===== src/rtl/alu_seq_if.sv =====
// Request/response handshake bundle between CPU issue logic (master) and alu_seq (slave).
interface alu_seq_if;
    logic        alu_seq__req_valid;
    logic        alu_seq__req_ready;
    logic [4:0]  alu_seq__req_op;
    logic        alu_seq__req_mul;
    logic [31:0] alu_seq__req_left;
    logic [31:0] alu_seq__req_right;
    logic        alu_seq__rsp_valid;
    logic        alu_seq__rsp_ready;
    logic [31:0] alu_seq__rsp_data;
    logic        alu_seq__rsp_cond;

    modport master (
        output alu_seq__req_valid, alu_seq__req_op, alu_seq__req_mul,
               alu_seq__req_left, alu_seq__req_right, alu_seq__rsp_ready,
        input  alu_seq__req_ready, alu_seq__rsp_valid, alu_seq__rsp_data,
               alu_seq__rsp_cond
    );

    modport slave (
        input  alu_seq__req_valid, alu_seq__req_op, alu_seq__req_mul,
               alu_seq__req_left, alu_seq__req_right, alu_seq__rsp_ready,
        output alu_seq__req_ready, alu_seq__rsp_valid, alu_seq__rsp_data,
               alu_seq__rsp_cond
    );
endinterface


===== src/rtl/alu_seq.sv =====
// ALU sequencer: registers one request, drives the combinational ALU, holds the result until taken.
// Define ALU_SEQ_MUL_EN to add the shift-add multiply path built from ALU_ADD steps.
module alu_seq #(
    parameter int MUL_STEPS = 32
) (
    input  logic        clk,
    input  logic        rst_b,
    alu_seq_if.slave    bus,
    output logic [31:0] alu_seq__alu_left,
    output logic [31:0] alu_seq__alu_right,
    output logic [4:0]  alu_seq__alu_op,
    input  logic [31:0] alu_seq__alu_out,
    input  logic        alu_seq__alu_cond
);
    localparam logic [4:0] ALU_LEFT = 5'd0;
    localparam logic [4:0] ALU_ADD  = 5'd1;

`ifdef ALU_SEQ_MUL_EN
    typedef enum logic [1:0] {IDLE, EXEC, MUL, RESP} state_t;
    localparam int STEP_W = $clog2(MUL_STEPS + 1);
`else
    typedef enum logic [1:0] {IDLE, EXEC, RESP} state_t;
`endif

    state_t      state_reg, state_next;
    logic [4:0]  op_reg;
    // In MUL, left_reg is the shifting multiplicand and right_reg the shifting multiplier.
    logic [31:0] left_reg;
    logic [31:0] right_reg;
    logic [31:0] rsp_data_reg;
    logic        rsp_cond_reg;

`ifdef ALU_SEQ_MUL_EN
    logic [31:0]       acc_reg;
    logic [STEP_W-1:0] step_reg;
    logic              mul_done;
    assign mul_done = (right_reg == 32'd0) || (step_reg == STEP_W'(MUL_STEPS));
`else
    logic unused_ok;
    assign unused_ok = ^{bus.alu_seq__req_mul, (MUL_STEPS > 0)};
`endif

    always_ff @(posedge clk or negedge rst_b) begin
        if (!rst_b) begin
            state_reg <= IDLE;
        end else begin
            state_reg <= state_next;
        end
    end

    always_comb begin
        state_next         = state_reg;
        alu_seq__alu_left  = 32'd0;
        alu_seq__alu_right = 32'd0;
        alu_seq__alu_op    = ALU_LEFT;
        case (state_reg)
            IDLE: begin
                if (bus.alu_seq__req_valid) begin
`ifdef ALU_SEQ_MUL_EN
                    state_next = bus.alu_seq__req_mul ? MUL : EXEC;
`else
                    state_next = EXEC;
`endif
                end
            end
            EXEC: begin
                alu_seq__alu_left  = left_reg;
                alu_seq__alu_right = right_reg;
                alu_seq__alu_op    = op_reg;
                state_next         = RESP;
            end
`ifdef ALU_SEQ_MUL_EN
            MUL: begin
                if (mul_done) begin
                    state_next = RESP;
                end else begin
                    alu_seq__alu_op    = ALU_ADD;
                    alu_seq__alu_left  = acc_reg;
                    alu_seq__alu_right = right_reg[0] ? left_reg : 32'd0;
                end
            end
`endif
            RESP: begin
                if (bus.alu_seq__rsp_ready) begin
                    state_next = IDLE;
                end
            end
            default: state_next = IDLE;
        endcase
    end

    always_ff @(posedge clk or negedge rst_b) begin
        if (!rst_b) begin
            op_reg       <= ALU_LEFT;
            left_reg     <= 32'd0;
            right_reg    <= 32'd0;
            rsp_data_reg <= 32'd0;
            rsp_cond_reg <= 1'b0;
`ifdef ALU_SEQ_MUL_EN
            acc_reg      <= 32'd0;
            step_reg     <= '0;
`endif
        end else begin
            case (state_reg)
                IDLE: begin
                    if (bus.alu_seq__req_valid) begin
                        op_reg    <= bus.alu_seq__req_op;
                        left_reg  <= bus.alu_seq__req_left;
                        right_reg <= bus.alu_seq__req_right;
`ifdef ALU_SEQ_MUL_EN
                        acc_reg   <= 32'd0;
                        step_reg  <= '0;
`endif
                    end
                end
                EXEC: begin
                    rsp_data_reg <= alu_seq__alu_out;
                    rsp_cond_reg <= alu_seq__alu_cond;
                end
`ifdef ALU_SEQ_MUL_EN
                MUL: begin
                    if (mul_done) begin
                        rsp_data_reg <= acc_reg;
                        rsp_cond_reg <= acc_reg[0];
                    end else begin
                        acc_reg   <= alu_seq__alu_out;
                        left_reg  <= left_reg << 1;
                        right_reg <= right_reg >> 1;
                        step_reg  <= step_reg + 1'b1;
                    end
                end
`endif
                default: ;
            endcase
        end
    end

    assign bus.alu_seq__req_ready = (state_reg == IDLE);
    assign bus.alu_seq__rsp_valid = (state_reg == RESP);
    assign bus.alu_seq__rsp_data  = rsp_data_reg;
    assign bus.alu_seq__rsp_cond  = rsp_cond_reg;
endmodule


===== src/flat_wrapper.sv =====
// flat-port wrapper written by rule: the top's interface ports become plain ports
module alu_seq_flat 
#(
    parameter int MUL_STEPS = 32
)
  (clk, rst_b, alu_seq__alu_left, alu_seq__alu_right, alu_seq__alu_op, alu_seq__alu_out, alu_seq__alu_cond, bus_alu_seq__req_valid, bus_alu_seq__req_op, bus_alu_seq__req_mul, bus_alu_seq__req_left, bus_alu_seq__req_right, bus_alu_seq__rsp_ready, bus_alu_seq__req_ready, bus_alu_seq__rsp_valid, bus_alu_seq__rsp_data, bus_alu_seq__rsp_cond);
  alu_seq_if bus_i ();
  input  logic clk;
  input  logic rst_b;
  output logic [31:0] alu_seq__alu_left;
  output logic [31:0] alu_seq__alu_right;
  output logic [4:0] alu_seq__alu_op;
  input  logic [31:0] alu_seq__alu_out;
  input  logic alu_seq__alu_cond;
  input wire logic [$bits(bus_i.alu_seq__req_valid)-1:0] bus_alu_seq__req_valid;
  input wire logic [$bits(bus_i.alu_seq__req_op)-1:0] bus_alu_seq__req_op;
  input wire logic [$bits(bus_i.alu_seq__req_mul)-1:0] bus_alu_seq__req_mul;
  input wire logic [$bits(bus_i.alu_seq__req_left)-1:0] bus_alu_seq__req_left;
  input wire logic [$bits(bus_i.alu_seq__req_right)-1:0] bus_alu_seq__req_right;
  input wire logic [$bits(bus_i.alu_seq__rsp_ready)-1:0] bus_alu_seq__rsp_ready;
  output wire logic [$bits(bus_i.alu_seq__req_ready)-1:0] bus_alu_seq__req_ready;
  output wire logic [$bits(bus_i.alu_seq__rsp_valid)-1:0] bus_alu_seq__rsp_valid;
  output wire logic [$bits(bus_i.alu_seq__rsp_data)-1:0] bus_alu_seq__rsp_data;
  output wire logic [$bits(bus_i.alu_seq__rsp_cond)-1:0] bus_alu_seq__rsp_cond;
  assign bus_i.alu_seq__req_valid = bus_alu_seq__req_valid;
  assign bus_i.alu_seq__req_op = bus_alu_seq__req_op;
  assign bus_i.alu_seq__req_mul = bus_alu_seq__req_mul;
  assign bus_i.alu_seq__req_left = bus_alu_seq__req_left;
  assign bus_i.alu_seq__req_right = bus_alu_seq__req_right;
  assign bus_i.alu_seq__rsp_ready = bus_alu_seq__rsp_ready;
  assign bus_alu_seq__req_ready = bus_i.alu_seq__req_ready;
  assign bus_alu_seq__rsp_valid = bus_i.alu_seq__rsp_valid;
  assign bus_alu_seq__rsp_data = bus_i.alu_seq__rsp_data;
  assign bus_alu_seq__rsp_cond = bus_i.alu_seq__rsp_cond;
  alu_seq #(.MUL_STEPS(MUL_STEPS)) u_core (.clk(clk), .rst_b(rst_b), .bus(bus_i), .alu_seq__alu_left(alu_seq__alu_left), .alu_seq__alu_right(alu_seq__alu_right), .alu_seq__alu_op(alu_seq__alu_op), .alu_seq__alu_out(alu_seq__alu_out), .alu_seq__alu_cond(alu_seq__alu_cond));
endmodule

===== config.mk =====
export PLATFORM = sky130hd
export DESIGN_NAME = alu_seq_flat
export DESIGN_NICKNAME = d
export VERILOG_FILES = /design/src/rtl/alu_seq_if.sv /design/src/rtl/alu_seq.sv /design/src/flat_wrapper.sv
export SDC_FILE = /design/constraint.sdc
export NUM_CORES = 1
export LEC_CHECK = 0
export CAP_MARGIN = 25
export CORE_MARGIN = 1.5
export CORE_UTILIZATION = 42
export CTS_BUF_LIST = sky130_fd_sc_hd__clkbuf_8
export DETAILED_ROUTE_END_ITERATION = 10
export GPL_TIMING_DRIVEN = 1
export PLACE_DENSITY = 0.82
export SYNTH_ARGS = -nofsm -noshare
export SYNTH_HDL_FRONTEND = slang
export SYNTH_SLANG_ARGS = --single-unit
export TNS_END_PERCENT = 100

===== constraint.sdc =====
create_clock -name clk -period 1.6 [get_ports clk]
set_input_delay 0.32 -clock clk [delete_from_list [all_inputs] [get_ports clk]]
set_output_delay 0.32 -clock clk [all_outputs]
set_load 0.005 [all_outputs]

# Word-level counts from Yosys, hierarchy flattened
# Index checks and enable logic that the tools add are counted.
# classes
add_sub_neg	0
n_mul	0
div_mod_pow	0
order_cmp	0
eq_ne	4
shift	0
mux	6
bitwise	0
n_reduce_logical	3
# op_table
cell	count
two-way mux 32 bit	2
one-hot mux 2 bit (3 select lines)	1
two-way mux 5 bit	1
two-way mux 2 bit	2
inequality test 2 bit (second input constant)	2
AND reduction 2 bit	2
== test 2 x 1 -> 1 bit (second input constant)	1
== test 2 bit (second input constant)	1
logical NOT 2 bit	1
# word_totals
register_bits	104
latchBits	0
mem_bits_rw	0
rom_bits	0
in_bits	107
out_inout_bits	104
word_cells	19
n_memories	0

# Logic depth before layout (Yosys ltp)
# logic_depth
depth_word	3
mapped_depth	4
ltp_nobuf	2

# Worst setup path after synthesis
# OpenSTA, ideal clock, no wires.
# synth_path
path_type	register -> output
startpoint	register u_core.state_reg[1]
endpoint	output alu_seq__alu_left[0]
arrival_time_ns	1.169
t_required_ns	1.280
slack_ns	0.111
stages_incl_launch_ff	5
n_path_buf	2
cell_sequence	dfrtp_1 and2b_1 buf_2 clkbuf_1 and2_1
# synth_via
elab_chain_cells	2
# synth_lines
item	line_no	source
start: declaration	alu_seq.sv:25	state_t state_reg, state_next;
start signal: assignment	alu_seq.sv:47	state_reg <= state_next;
== test 2 x 1 -> 1 bit	alu_seq.sv:56	case (state_reg)
two-way mux 32 bit	alu_seq.sv:56	
end: declaration	flat_wrapper.sv:10	output logic [31:0] alu_seq__alu_left;
# Every way passes these cells.

# Worst setup path after layout
# layout_path
startpoint	register u_core.state_reg[1]
endpoint	output alu_seq__alu_left[7]
# The elaborated chain is that of the path after synthesis.

==> results list <==
- The share of total power dissipated in combinational logic is a little over half.
- Die W: roughly 100 um
- In the final layout, flip-flops and latches occupy between 2000 and 3000 um^2.
- Number of antenna violations at the first check in global routing: 0
* Fraction of the cycle the final worst path needs: 120.6%
- Insertion delay of the later-clocked pin in the worst-skew pair: between 0.3 and 0.4 ns
- Setup repair after global routing could not meet its margin everywhere.
- Count of filler cells inserted in the layout: about 560
- The top cell types in the final layout, fill and taps aside, are 129 x clkdlybuf4s50_1, 104 x dfrtp_1, 67 x buf_6.
- The worst register-to-register path begins at u_core.state_reg[1]$_DFFE_PN0P_.
* Period minus WS final: 1.930 ns
- Most common cell after layout, fill and taps aside: clkdlybuf4s50_1
- The biggest area contributor in the post-synthesis netlist is dfrtp_1.
- CTS sink count: between 100 and 150
- Worst hold slack across all endpoints: between 0.3 and 0.4 ns
- Summed over all cells, the static leakage comes to 0.003646 uW.
- Share of synthesized area occupied by flip-flops and latches: 59.74%
- The largest single stage delay on the critical path is approximately 0.39 ns.
* Met1 track demand over resource in global routing: 25.67%
* Cell row count: 36
* Pin count of the biggest net entering global routing: 60
- Registers are responsible for 34.0% of the overall power.
- Register-to-register path setup slack: -0.08 ns
* Final routed DRC violation total: 0
- CTS tree: done
- Cell internal power was estimated by the tool at around 10000 uW.
- Global routing consumed, on the met3 layer, under 10% of the routing resources.
* Sw Share: 27.68%
- CP Launch Type: flop
- Global routing consumed, on the met2 layer, between 30% and 40% of the routing resources.
- Ant. Diodes: 0
* Synth top area cells: dfrtp_1 60%, mux2_2 25%, and2_1 9.9%
* Maximum clock insertion buffer count: 2
* Post-route cell area: 7898 um^2
- Dividing the detail-routed wire length by the instance count gives 19.32 um.
* Most crowded layer after global routing: met2
* Area of the mapped netlist: between 4000 and 5000 um^2
- In this run the worst path has a maximum fanout of 8.
- Maxcap violations: 0
- Number of endpoints failing setup at the final stage: between 100 and 150
* Via count of the first global-routing pass: 3674
* Grt ovf: 0
- Traced cell by cell, the critical path runs through and2b_4 -> buf_12 -> buf_8 -> buf_16 -> and2_4 -> buf_6.
* Initial Utilization: about 44%
* PnR worst setup slack: -0.3299 ns
* Number of top-level pins: about 210
- Sum of routed wire length over all layers: ~13 mm
- The min-delay analysis places its worst path in the category in2async.
- Area overhead of the layout relative to synthesis: 81.28%
- Number of H-tree branching levels: 3
- Post-Place Cell Area: ~6600 um^2
- The number of nets handed over by synthesis was just over 400.
* Max_slew headroom: approximately 78%
- The synthesized design contains between 100 and 150 register bits.
* Maximum clock frequency: around 520 MHz
- The netlist uses 13 different library cells.
- Peak supply drop: between 1 and 1.5 mV
- The number of buffers and inverters on the critical path is 4.
- CP Class: reg2out
- Critical Path Sink Type: output pin
- In the synthesized netlist, the number of instances is 299.
* CP arrival: about 1.6 ns
- Die Footprint: ~11000 um^2
- Area used by multi-input combinational logic: around 1900 um^2
- Floorplan core area: between 9000 and 10000 um^2
- Worst R2R Path Depth: 7
* Layout cell share with drive strength beyond 1: between 50% and 60%
* Global placement routability congestion: approximately 0.73
* Setup clock skew after layout: ~0.0052 ns
- Clock slew at the register clock pins of the worst setup and hold paths: 0.09 ns
* Average cell area after synthesis: between 10 and 15 um^2
- The number of hold violations in the final report was 0.
- Net total in the final layout: between 600 and 700
* Violated checks: setup timing
- Starting DRC count in detailed routing: 62
- Crit path max-delay cell type: dfrtp_1
* PD cells: between 1500 and 2000 nW/um^2
- For this run, the number of Yosys warnings is 0.
- Pins Over Slew Limit: 0
- In this run the power spent charging and discharging nets is 3837 uW.
- DPL Wire Length: around 7.6 mm
- Wire length of the first global-routing pass: approximately 19 mm
- Of the post-synthesis cell area, the dominant cell type holds between 50% and 60%.
- At the pin with the least slew margin, the transition time is ~0.34 ns.
- The pre-antenna-repair detailed-routing pass consisted of 3 iterations.
* Total number of vias: roughly 3400
- Per report_power, the clock group accounts for 13.4% of the total.
* Clock buffers created by TritonCTS: 9
- The run finished, with violations left.
* Avg Vias per Cell: 4.846
- Critical Path RT: around 1.3 ns
- All-Layer GR Usage: 22.26%
- The endpoint identified for the worst register-to-register timing path is u_core.bus.alu_seq__rsp_data[22]$_DFFE_PN0N_.
- Port-buffer cells: approximately 210
* DIE HEIGHT: roughly 100 um
- Antenna Violating Nets Remaining: 0
- Root buf cell: clkbuf_8
- Critical path's top delay family: buffers and inverters
[cell usage after synthesis]
cell and instances:
a21o_1 1, and2_1 69, and2b_1 1, buf_2 5, buf_6 7, clkbuf_1 6
dfrtp_1 104, inv_1 1, mux2_1 4, mux2_2 98, nor2_1 1, nor2b_1 1
nor3b_4 1
[worst max-delay path by stage]
stage / startpoint / endpoint / slack (ns) / depth (start not counted)
5_1_grt: u_core.state_reg[1]$_DFFE_PN0P_ / alu_seq__alu_right[0] / -0.42 / 6
3_3_place_gp: u_core.state_reg[1]$_DFFE_PN0P_ / alu_seq__alu_left[10] / -0.22 / 4
2_1_floorplan: u_core.state_reg[1]$_DFFE_PN0P_ / alu_seq__alu_left[0] / 0.11 / 4
4_1_cts: u_core.state_reg[1]$_DFFE_PN0P_ / alu_seq__alu_right[22] / -0.42 / 6
6_report: u_core.state_reg[1]$_DFFE_PN0P_ / alu_seq__alu_left[7] / -0.33 / 6
3_5_place_dp: bus_alu_seq__req_valid / u_core.left_reg[14]$_DFFE_PN0P_ / -0.23 / 4
[metal layers]
| layer | vias to the layer above | wire length [um] |
|---|---|---|
| met2 | 121 | 6992 |
| met4 | 0 | 249 |
| li1 | 1530 | - |
| met3 | 18 | 758 |
| met1 | 1699 | 5424 |
| met5 | - | 0 |
[metrics by stage]
stage	total power, uW	util (%)	setup slack [ns]	cells	TNS [ns]
6_report	13860	79.70	-0.3299	695	-24.14
5_1_grt	14630	79.70	-0.4167	695	-34.52
4_1_cts	12650	73.78	-0.4211	677	-26.07
3_5_place_dp	9704	67.06	-0.2314	634	-28.48
3_3_place_gp	9469	67.06	-0.2176	634	-26.79
2_1_floorplan	6918	-	0.1107	299	0
[cells by family after synthesis]
| logic type | Yosys count | share of synthesized area, % |
|---|---|---|
| AO/OA/AOI/OAI | 1 | 0.1724 |
| buffers and inverters | 19 | 2.987 |
| flip-flops | 104 | 59.74 |
| multiplexers | 102 | 26.36 |
| AND/OR/NAND/NOR | 73 | 10.74 |
[timing repair]
item,4_1_cts,5_1_grt
gates cloned,9,11
endpoints found under the hold margin,16,0
endpoints found under the setup margin,96,180
hold buffers,1,0
pin swaps,31,13
resized for setup,380,95
buffers inserted,18,14
[power groups by stage]
stage | Sequential, uW | Combinational, uW | Clock [uW]
5_1_grt | 4880 | 7750 | 2010
4_1_cts | 4630 | 6120 | 1910
3_3_place_gp | 4530 | 4940 | 0
2_1_floorplan | 4520 | 2400 | 0
6_report | 4710 | 7300 | 1860
3_5_place_dp | 4640 | 5070 | 0
[final cells by class]
cell class	count	share of cell area, %
Inverter	1	0.04753
Timing Repair Buffer	265	37.75
Sequential cell	104	32.95
Multi-Input combinational cell	176	24.19
Clock inverter	4	0.8555
Clock buffer	12	2.091
Tap cell	133	2.107
Note: power is estimated with default switching activity, not from simulation.
